## src/rtl/latch_wr_pkg.sv

```systemverilog
// Shared types and helpers for the latch bank write sequencer.
package latch_wr_pkg;

    // Write sequence phases; IDLE is the only state that accepts requests.
    typedef enum logic [1:0] {
        IDLE  = 2'd0,
        SETUP = 2'd1,
        PULSE = 2'd2,
        HOLD  = 2'd3
    } wr_state_t;

    // Address width for a bank of n words, never narrower than one bit.
    function automatic int clog2_min1(input int n);
        int w;
        w = $clog2(n);
        return (w < 1) ? 1 : w;
    endfunction

endpackage

```

## src/rtl/latch_bank_writer_phase_timer.sv

```systemverilog
// Loadable down-counter that times one sequencer phase. Loading value N-1
// makes the phase last N cycles; last is high on the final cycle.
module phase_timer #(
    parameter int CNT_W = 2
) (
    input  logic             clk,
    input  logic             rst,
    input  logic             load,
    input  logic [CNT_W-1:0] load_val,
    output logic             last
);

    logic [CNT_W-1:0] cnt_q;
    logic [CNT_W-1:0] cnt_d;

    // Next count: reload on phase entry, otherwise count down and park at zero.
    always_comb begin
        cnt_d = cnt_q;
        if (load) begin
            cnt_d = load_val;
        end else if (cnt_q != '0) begin
            cnt_d = cnt_q - 1'b1;
        end
    end

    // Counter register.
    always_ff @(posedge clk or posedge rst) begin
        if (rst) begin
            cnt_q <= '0;
        end else begin
            cnt_q <= cnt_d;
        end
    end

    assign last = (cnt_q == '0);

endmodule

```

## src/rtl/latch_bank_writer.sv

```systemverilog
// Write sequencer for a bank of gated D latches: captures a request, drives
// the shared D bus, then pulses the addressed gate with setup/hold margins.
// Optional readback check enabled by defining LATCH_WRITE_VERIFY_EN.
module latch_bank_writer
    import latch_wr_pkg::*;
#(
    parameter int  DATA_W    = 8,
    parameter int  NUM_LATCH = 4,
    parameter int  SETUP_CYC = 1,
    parameter int  PULSE_CYC = 2,
    parameter int  HOLD_CYC  = 1,
    localparam int ADDR_W    = clog2_min1(NUM_LATCH)
) (
    input  logic                 clk,
    input  logic                 rst,
    input  logic                 req_valid,
    output logic                 req_ready,
    input  logic [ADDR_W-1:0]    req_addr,
    input  logic [DATA_W-1:0]    req_data,
    output logic [DATA_W-1:0]    d_out,
    output logic [NUM_LATCH-1:0] g_out,
    output logic                 done,
    output logic                 addr_err,
    input  logic [DATA_W-1:0]    q_in,
    output logic                 verify_err
);

    localparam int MAX_AB  = (SETUP_CYC > PULSE_CYC) ? SETUP_CYC : PULSE_CYC;
    localparam int MAX_CYC = (MAX_AB > HOLD_CYC) ? MAX_AB : HOLD_CYC;
    localparam int CNT_W   = $clog2(MAX_CYC + 1);

    localparam logic [CNT_W-1:0] SETUP_LD = CNT_W'((SETUP_CYC > 0) ? SETUP_CYC - 1 : 0);
    localparam logic [CNT_W-1:0] PULSE_LD = CNT_W'((PULSE_CYC > 0) ? PULSE_CYC - 1 : 0);
    localparam logic [CNT_W-1:0] HOLD_LD  = CNT_W'((HOLD_CYC > 0) ? HOLD_CYC - 1 : 0);
    localparam logic [ADDR_W:0]  NUM_LATCH_W = (ADDR_W + 1)'(NUM_LATCH);

    // A zero-length gate pulse would never write anything.
    if (PULSE_CYC < 1) begin : g_bad_pulse
        $error("latch_bank_writer: PULSE_CYC must be at least 1");
    end

    wr_state_t             state_q, state_d;
    logic [ADDR_W-1:0]     addr_q, addr_d;
    logic [DATA_W-1:0]     d_out_q, d_out_d;
    logic [NUM_LATCH-1:0]  g_out_q, g_out_d;
    logic                  req_ready_q, req_ready_d;
    logic                  done_q, done_d;
    logic                  addr_err_q, addr_err_d;
    logic                  verify_err_q, verify_err_d;

    logic                  accept;
    logic                  finish;
    logic                  addr_ok;
    logic                  tmr_load;
    logic [CNT_W-1:0]      tmr_val;
    logic                  phase_last;
    logic [NUM_LATCH-1:0]  gate_sel;

    assign accept  = (state_q == IDLE) && req_valid;
    assign finish  = (state_q != IDLE) && (state_d == IDLE);
    assign addr_ok = ({1'b0, addr_q} < NUM_LATCH_W);

    // Gate decode uses the address being captured so that a zero-setup
    // sequence can raise the gate on the very first busy cycle.
    for (genvar gi = 0; gi < NUM_LATCH; gi++) begin : g_dec
        assign gate_sel[gi] = (addr_d == ADDR_W'(gi));
    end

    phase_timer #(
        .CNT_W(CNT_W)
    ) u_phase_timer (
        .clk      (clk),
        .rst      (rst),
        .load     (tmr_load),
        .load_val (tmr_val),
        .last     (phase_last)
    );

    // Phase sequencing; zero-length SETUP/HOLD phases are skipped entirely.
    always_comb begin
        state_d  = state_q;
        tmr_load = 1'b0;
        tmr_val  = '0;
        case (state_q)
            IDLE: begin
                if (req_valid) begin
                    tmr_load = 1'b1;
                    if (SETUP_CYC > 0) begin
                        state_d = SETUP;
                        tmr_val = SETUP_LD;
                    end else begin
                        state_d = PULSE;
                        tmr_val = PULSE_LD;
                    end
                end
            end
            SETUP: begin
                if (phase_last) begin
                    state_d  = PULSE;
                    tmr_load = 1'b1;
                    tmr_val  = PULSE_LD;
                end
            end
            PULSE: begin
                if (phase_last) begin
                    if (HOLD_CYC > 0) begin
                        state_d  = HOLD;
                        tmr_load = 1'b1;
                        tmr_val  = HOLD_LD;
                    end else begin
                        state_d = IDLE;
                    end
                end
            end
            HOLD: begin
                if (phase_last) begin
                    state_d = IDLE;
                end
            end
            default: state_d = IDLE;
        endcase
    end

    // Output and capture values for the next cycle, all derived from state_d
    // so that every output leaves a flop.
    always_comb begin
        addr_d  = addr_q;
        d_out_d = d_out_q;
        if (accept) begin
            addr_d  = req_addr;
            d_out_d = req_data;
        end
        g_out_d     = (state_d == PULSE) ? gate_sel : '0;
        req_ready_d = (state_d == IDLE);
        done_d      = finish;
        addr_err_d  = finish && !addr_ok;
`ifdef LATCH_WRITE_VERIFY_EN
        // q_in is sampled on the last busy cycle, after the gate has closed
        // (or on the last gate cycle when there is no hold phase).
        verify_err_d = finish && addr_ok && (q_in != d_out_q);
`else
        verify_err_d = 1'b0;
`endif
    end

`ifndef LATCH_WRITE_VERIFY_EN
    logic unused_q_in;
    assign unused_q_in = ^q_in;
`endif

    // State and output registers; reset drops the gate immediately.
    always_ff @(posedge clk or posedge rst) begin
        if (rst) begin
            state_q      <= IDLE;
            addr_q       <= '0;
            d_out_q      <= '0;
            g_out_q      <= '0;
            req_ready_q  <= 1'b1;
            done_q       <= 1'b0;
            addr_err_q   <= 1'b0;
            verify_err_q <= 1'b0;
        end else begin
            state_q      <= state_d;
            addr_q       <= addr_d;
            d_out_q      <= d_out_d;
            g_out_q      <= g_out_d;
            req_ready_q  <= req_ready_d;
            done_q       <= done_d;
            addr_err_q   <= addr_err_d;
            verify_err_q <= verify_err_d;
        end
    end

    assign req_ready  = req_ready_q;
    assign d_out      = d_out_q;
    assign g_out      = g_out_q;
    assign done       = done_q;
    assign addr_err   = addr_err_q;
    assign verify_err = verify_err_q;

endmodule

```

## config.mk

```make
export PLATFORM = sky130hd
export DESIGN_NAME = latch_bank_writer
export DESIGN_NICKNAME = d
export VERILOG_FILES = /design/src/rtl/latch_wr_pkg.sv /design/src/rtl/latch_bank_writer_phase_timer.sv /design/src/rtl/latch_bank_writer.sv
export SDC_FILE = /design/constraint.sdc
export NUM_CORES = 1
export LEC_CHECK = 0
export CORE_UTILIZATION = 37
export CTS_CLUSTER_DIAMETER = 120
export DETAILED_ROUTE_END_ITERATION = 16
export MAX_ROUTING_LAYER = met4
export PLACE_DENSITY = 0.71
export SETUP_SLACK_MARGIN = 0.02
export SYNTH_ARGS = -nofsm -noshare
export SYNTH_HDL_FRONTEND = slang
export SYNTH_SLANG_ARGS = --single-unit
```

## constraint.sdc

```tcl
create_clock -name clk -period 1.7 [get_ports clk]
set_clock_uncertainty 0.2 [all_clocks]
set_input_delay 0.34 -clock clk [delete_from_list [all_inputs] [get_ports clk]]
set_output_delay 0.34 -clock clk [all_outputs]
set_load 0.05 [all_outputs]
```

## After elaboration in Yosys (flattened, before gate mapping)

Index checks and enable logic that the tools add are counted.

- Register bits: 20
- Bits in latches: 0
- RAM bits: 0
- Memory bits (read-only): 0
- Bits of input ports: 21
- Output and inout port bits: 16
- Memories kept: 0

- Add/sub/neg operators: 1
- Multipliers: 0
- Div/mod/pow operators: 0
- $lt $le $gt $ge: 0
- Eq/ne operators: 7
- Shifts and indexed selects: 0
- Muxes and demuxes: 14
- Bitwise logic cells: 0
- Reductions and logical operators: 10

Operators with widths:

| cell | number |
|---|---|
| 2-bit two-way mux | 7 |
| 2-bit == test, second input constant | 5 |
| 2-bit zero test | 4 |
| 2-bit case mux with 4 select lines | 1 |
| 2-bit nonzero test | 3 |
| 2-bit by 1-bit == test with 1-bit output, second input constant | 2 |
| 1-bit two-way mux | 4 |
| 4-bit two-way mux | 1 |
| 1-bit logical AND | 2 |
| 1-bit case mux with 2 select lines | 1 |
| 2-bit OR reduction | 1 |
| 2-bit by 1-bit subtractor with 2-bit output, second input constant | 1 |

## Depth between registers and ports, before layout

- Word-level depth: 5
- Mapped depth: 6
- Depth with buffers taken out: 6

## Cells and area by module

From an unflattened synthesis, not the netlist that was laid out.

- Cell total of the unflattened synthesis: 78
- Area, all modules: 975.9 um^2

By module, submodules not included:

| module | times used | cells an instance | area an instance (um^2) |
|---|---|---|---|
| latch_bank_writer | 1 | 65 | 848.3 |
| phase_timer | 1 | 13 | 127.6 |

## Worst setup path after synthesis

Ideal clock, no wire load.

- Kind: reg-to-reg
- Start: reg state_q[0]
- End: reg g_out_q[2] (netlist: g_out[2])
- Library setup time: 86 ps
- Arrival time: 1457 ps
- Path slack: -43 ps
- Cell stages (with the launch flop): 7
- Path buffers: 0
- Path through: dfrtp_1 > inv_1 > ha_1 > inv_2 > or3_1 > a32o_1 > nor3_1

- Longest elaborated chain between the ends: 5

Ends and longest elaborated chain:

| element | line | source |
|---|---|---|
| from (decl) | latch_bank_writer.sv:42 | `wr_state_t state_q, state_d;` |
| from (signal assigned) | latch_bank_writer.sv:163 | `state_q <= state_d;` |
| parallel branches: the longest is 4 deep, another holds 2-bit case mux with 4 select lines | -- |  |
| 4-bit two-way mux * | latch_bank_writer.sv:133 | `g_out_d = (state_d == PULSE) ? gate_sel : '0;` |
| named net g_out_d[2] | latch_bank_writer.sv:45 | `logic [NUM_LATCH-1:0] g_out_q, g_out_d;` |
| to (signal assigned) | latch_bank_writer.sv:166 | `g_out_q <= g_out_d;` |
| to (decl) | latch_bank_writer.sv:45 |  |

Mark *: on every way through the listed nets, which the timed path passes.
A chain may end at the register's enable or synchronous reset.

## Final worst setup path

- Start: reg state_q[0]
- End: reg g_out_q[0] (netlist: g_out[0])

- Longest elaborated chain between the ends: 5

Ends and longest elaborated chain:

| element | line |
|---|---|
| parallel branches: the longest is 4 deep, another holds 2-bit case mux with 4 select lines | -- |
| 4-bit two-way mux * | latch_bank_writer.sv:133 |
| named net g_out_d[0] | latch_bank_writer.sv:45 |

Marked as above.

==> summary.txt <==
Setup path
  • R2R Setup Slk: -0.03 ns
  • Reg-to-Reg Start: state_q[0]
  • FF-to-FF End: g_out[0]
  • CP max FO: 4
  • Critical path class: register to register
  • Register-to-Register Path Depth: 6
  • WP data arrival: 1.75 ns
  • CP endpoint kind: register
  • Crit start category: register
  • Worst EP required: 1.72 ns

Clock network
  • Num CTS Buffers: 3
  • Worst-path clk slew: 0.11 ns
  • CTS tree: yes
  • Root Driver: clkbuf_4
  • Bufs on Longest Clock Path: 2
  • Hold buffer count at cts: 0
  • CTS sink cnt: 20
  • Clk_lat worst skew: 0.29 ns
  • CTS HTree Levels: 1

Power
  • Lkg Pwr: 0.717 nW
  • Power Dens Cells: 2210 nW/um^2
  • Tot Pwr: 3.41 mW
  • VDD IR max: 1410 uV

GRT
  • All-layer global routing usage: 17.8%
  • GRT Max-Usage Layer: met2
  • First-pass GRT wire length: 3280 um
  • Antenna violations before repair: 0
  • GR Util met1: 21.9%
  • Vias in the first global route: 710
  • GRT met3 Usage: 1.79%
  • Largest net degree at the start of global routing: 21
  • Total gr overflow: 0
  • M2 GR Usage: 28.7%

Floorplan
  • Full die area: 2630 sq um
  • Core area: 2250 sq um
  • Die X-Extent: 51.3 um
  • Row cnt: 17
  • Initial core utilization: 39.9%
  • Chip height: 51.3 um
  • I/O pin count: 37

Layout
  • Layout area overhead: 71.2%
  • Diode count: 0
  • Final net count: 147
  • Share of layout cells above drive strength 1: 47.1%
  • Finished Cell Area: 1540 sq um
  • Fill cell count: 170

Placement
  • Placer Congestion: 0.882
  • Placement Cell Area: 1410 sq um
  • I/O Buffers: 26
  • Post-DP HPWL: 1490 um

Synth
  • Synthesis Warnings: 0
  • Largest cells by area after synthesis: dfrtp_1, mux2_2, ha_1
  • Library cells used by synthesis: 22
  • Synth Register Bits: 20
  • Post-Syn Instances: 78
  • Synth area leader: dfrtp_1
  • Post-Syn Area: 900 sq um
  • Sequential element share of the synthesized area: 55.8%
  • Synth top area share: 52.9%
  • Syn_area_per_cell: 11.5 sq um

Outcome
  • Failing checks: setup timing
  • Status: finished, violations left

Drt
  • Final wirelength: 2060 um
  • Vias/cell: 4.88
  • First-pass DRT Iterations: 4
  • Drt initial violations: 6
  • Routed Antenna Nets: 0
  • Residual DRC: 0
  • Via count: 718
  • Avg WL per Cell: 14.0 um

STA
  • Final setup violation count: 4
  • Fin Hold WS: 0.156 ns
  • Final hold vios: 0
  • Final Max Slew Viols: 0
  • Min Clock Period, post-route: 1.73 ns
  • Final worst slack: -0.0283 ns
  • Fmax achieved: 579 MHz
  • Final worst-path cycle share: 102%
  • RSZ-0062 raised after global routing: yes

Flow run
  • Max Cap Viol: 0

Hold path
  • Hold WC Path Type: input port to asynchronous set/reset pin
==> metrics by stage <==
| stage | setup TNS, ns | setup WS (ns) | std cells | util, % |
|---|---|---|---|---|
| floorplan | 0 | 0.0369 | 79 | - |
| finish | -0.0841 | -0.0283 | 147 | 68.3 |
| global route | -0.665 | -0.113 | 147 | 68.3 |
| global placement | -2.36 | -0.268 | 140 | 62.4 |
| CTS | -0.0464 | -0.0205 | 146 | 66.1 |
| detailed placement | -2.47 | -0.287 | 140 | 62.4 |
==> worst max-delay path by stage <==
stage | from | end
2_1_floorplan | state_q[0] | g_out[2]
3_3_place_gp | req_valid | g_out[0]
3_5_place_dp | req_valid | g_out[3]
4_1_cts | state_q[0] | g_out[3]
5_1_grt | state_q[0] | g_out[1]
6_report | state_q[0] | g_out[0]
==> power breakdown <==
part	switching, mW	internal [mW]
clock	0.137	0.130
combinational	1.13	1.13
sequential	0.180	0.700
==> cells in the final DEF, fill, tap and decap left out, drive strengths merged <==
cell type,count
mux2,8
nand2,4
o221ai,1
conb,2
or3,1
o211ai,2
dfrtp,19
a21oi,3
mux2i,3
buf,26
ha,6
nand3,1
and2,1
clkdlybuf4s50,12
nor2b,1
clkbuf,5
inv,9
o21ai,2
a32o,1
dfstp,1
nor2,6
nor3,5
==> registers in the layout (all words and copies together) (netlist names) <==
name and cells:
addr_q 2, d_out 8, done 1, g_out 4, req_ready 1, state_q 2
u_phase_timer.cnt_q 2
==> worst max-delay path: stages, from the launching register on <==
cell and delay [ns]:
dfrtp_1 0.42, inv_2 0.10, ha_4 0.14, inv_2 0.03, or3_4 0.34, a32o_2 0.30
nor3_2 0.11
==> cell families after synthesis <==
| logic type | synth area share, % |
|---|---|
| flip-flops | 55.8 |
| AND/OR/NAND/NOR | 9.60 |
| buffers and inverters | 5.98 |
| multiplexers | 13.4 |
| AO/OA/AOI/OAI | 6.54 |
| adder cells (fa/ha/maj) | 8.34 |
| other | 0.417 |
==> Yosys cell counts <==
cell type and n:
or3_1 1, nand2_1 4, o221ai_1 1, mux2_2 8, buf_2 1, o211ai_1 2, mux2i_1 3, nor2b_1 1
conb_1 1, dfstp_2 1, nor2_1 6, nor3_1 5, a32o_1 1, a21oi_1 3, and2_1 1, ha_1 6
buf_4 2, o21ai_0 2, inv_1 8, nand3_1 1, dfrtp_1 19, inv_2 1
==> what timing repair did <==
action | in CTS | in global routing
cloned | 0 | 1
pin swaps | 1 | 3
setup buffers | 2 | 0
gates resized for setup | 8 | 8
setup endpoints to repair | 12 | 16
==> cell type report <==
cell class,instances,area [sq um],share of cell area (%)
timing repair buffer,39,523,34.0
sequential,20,502,32.6
inverter,9,33.8,2.19
tap,28,35.0,2.27
multi-input combinational,47,410,26.6
clock buffer,4,36.3,2.36
==> routing by layer <==
metal	part of all wire, %	up-vias
met1	40	367
met3	2.1	2
li1	-	338
met4	1.1	0
met5	0	-
met2	57	11
No activity file was read; power rests on OpenSTA's default activity.
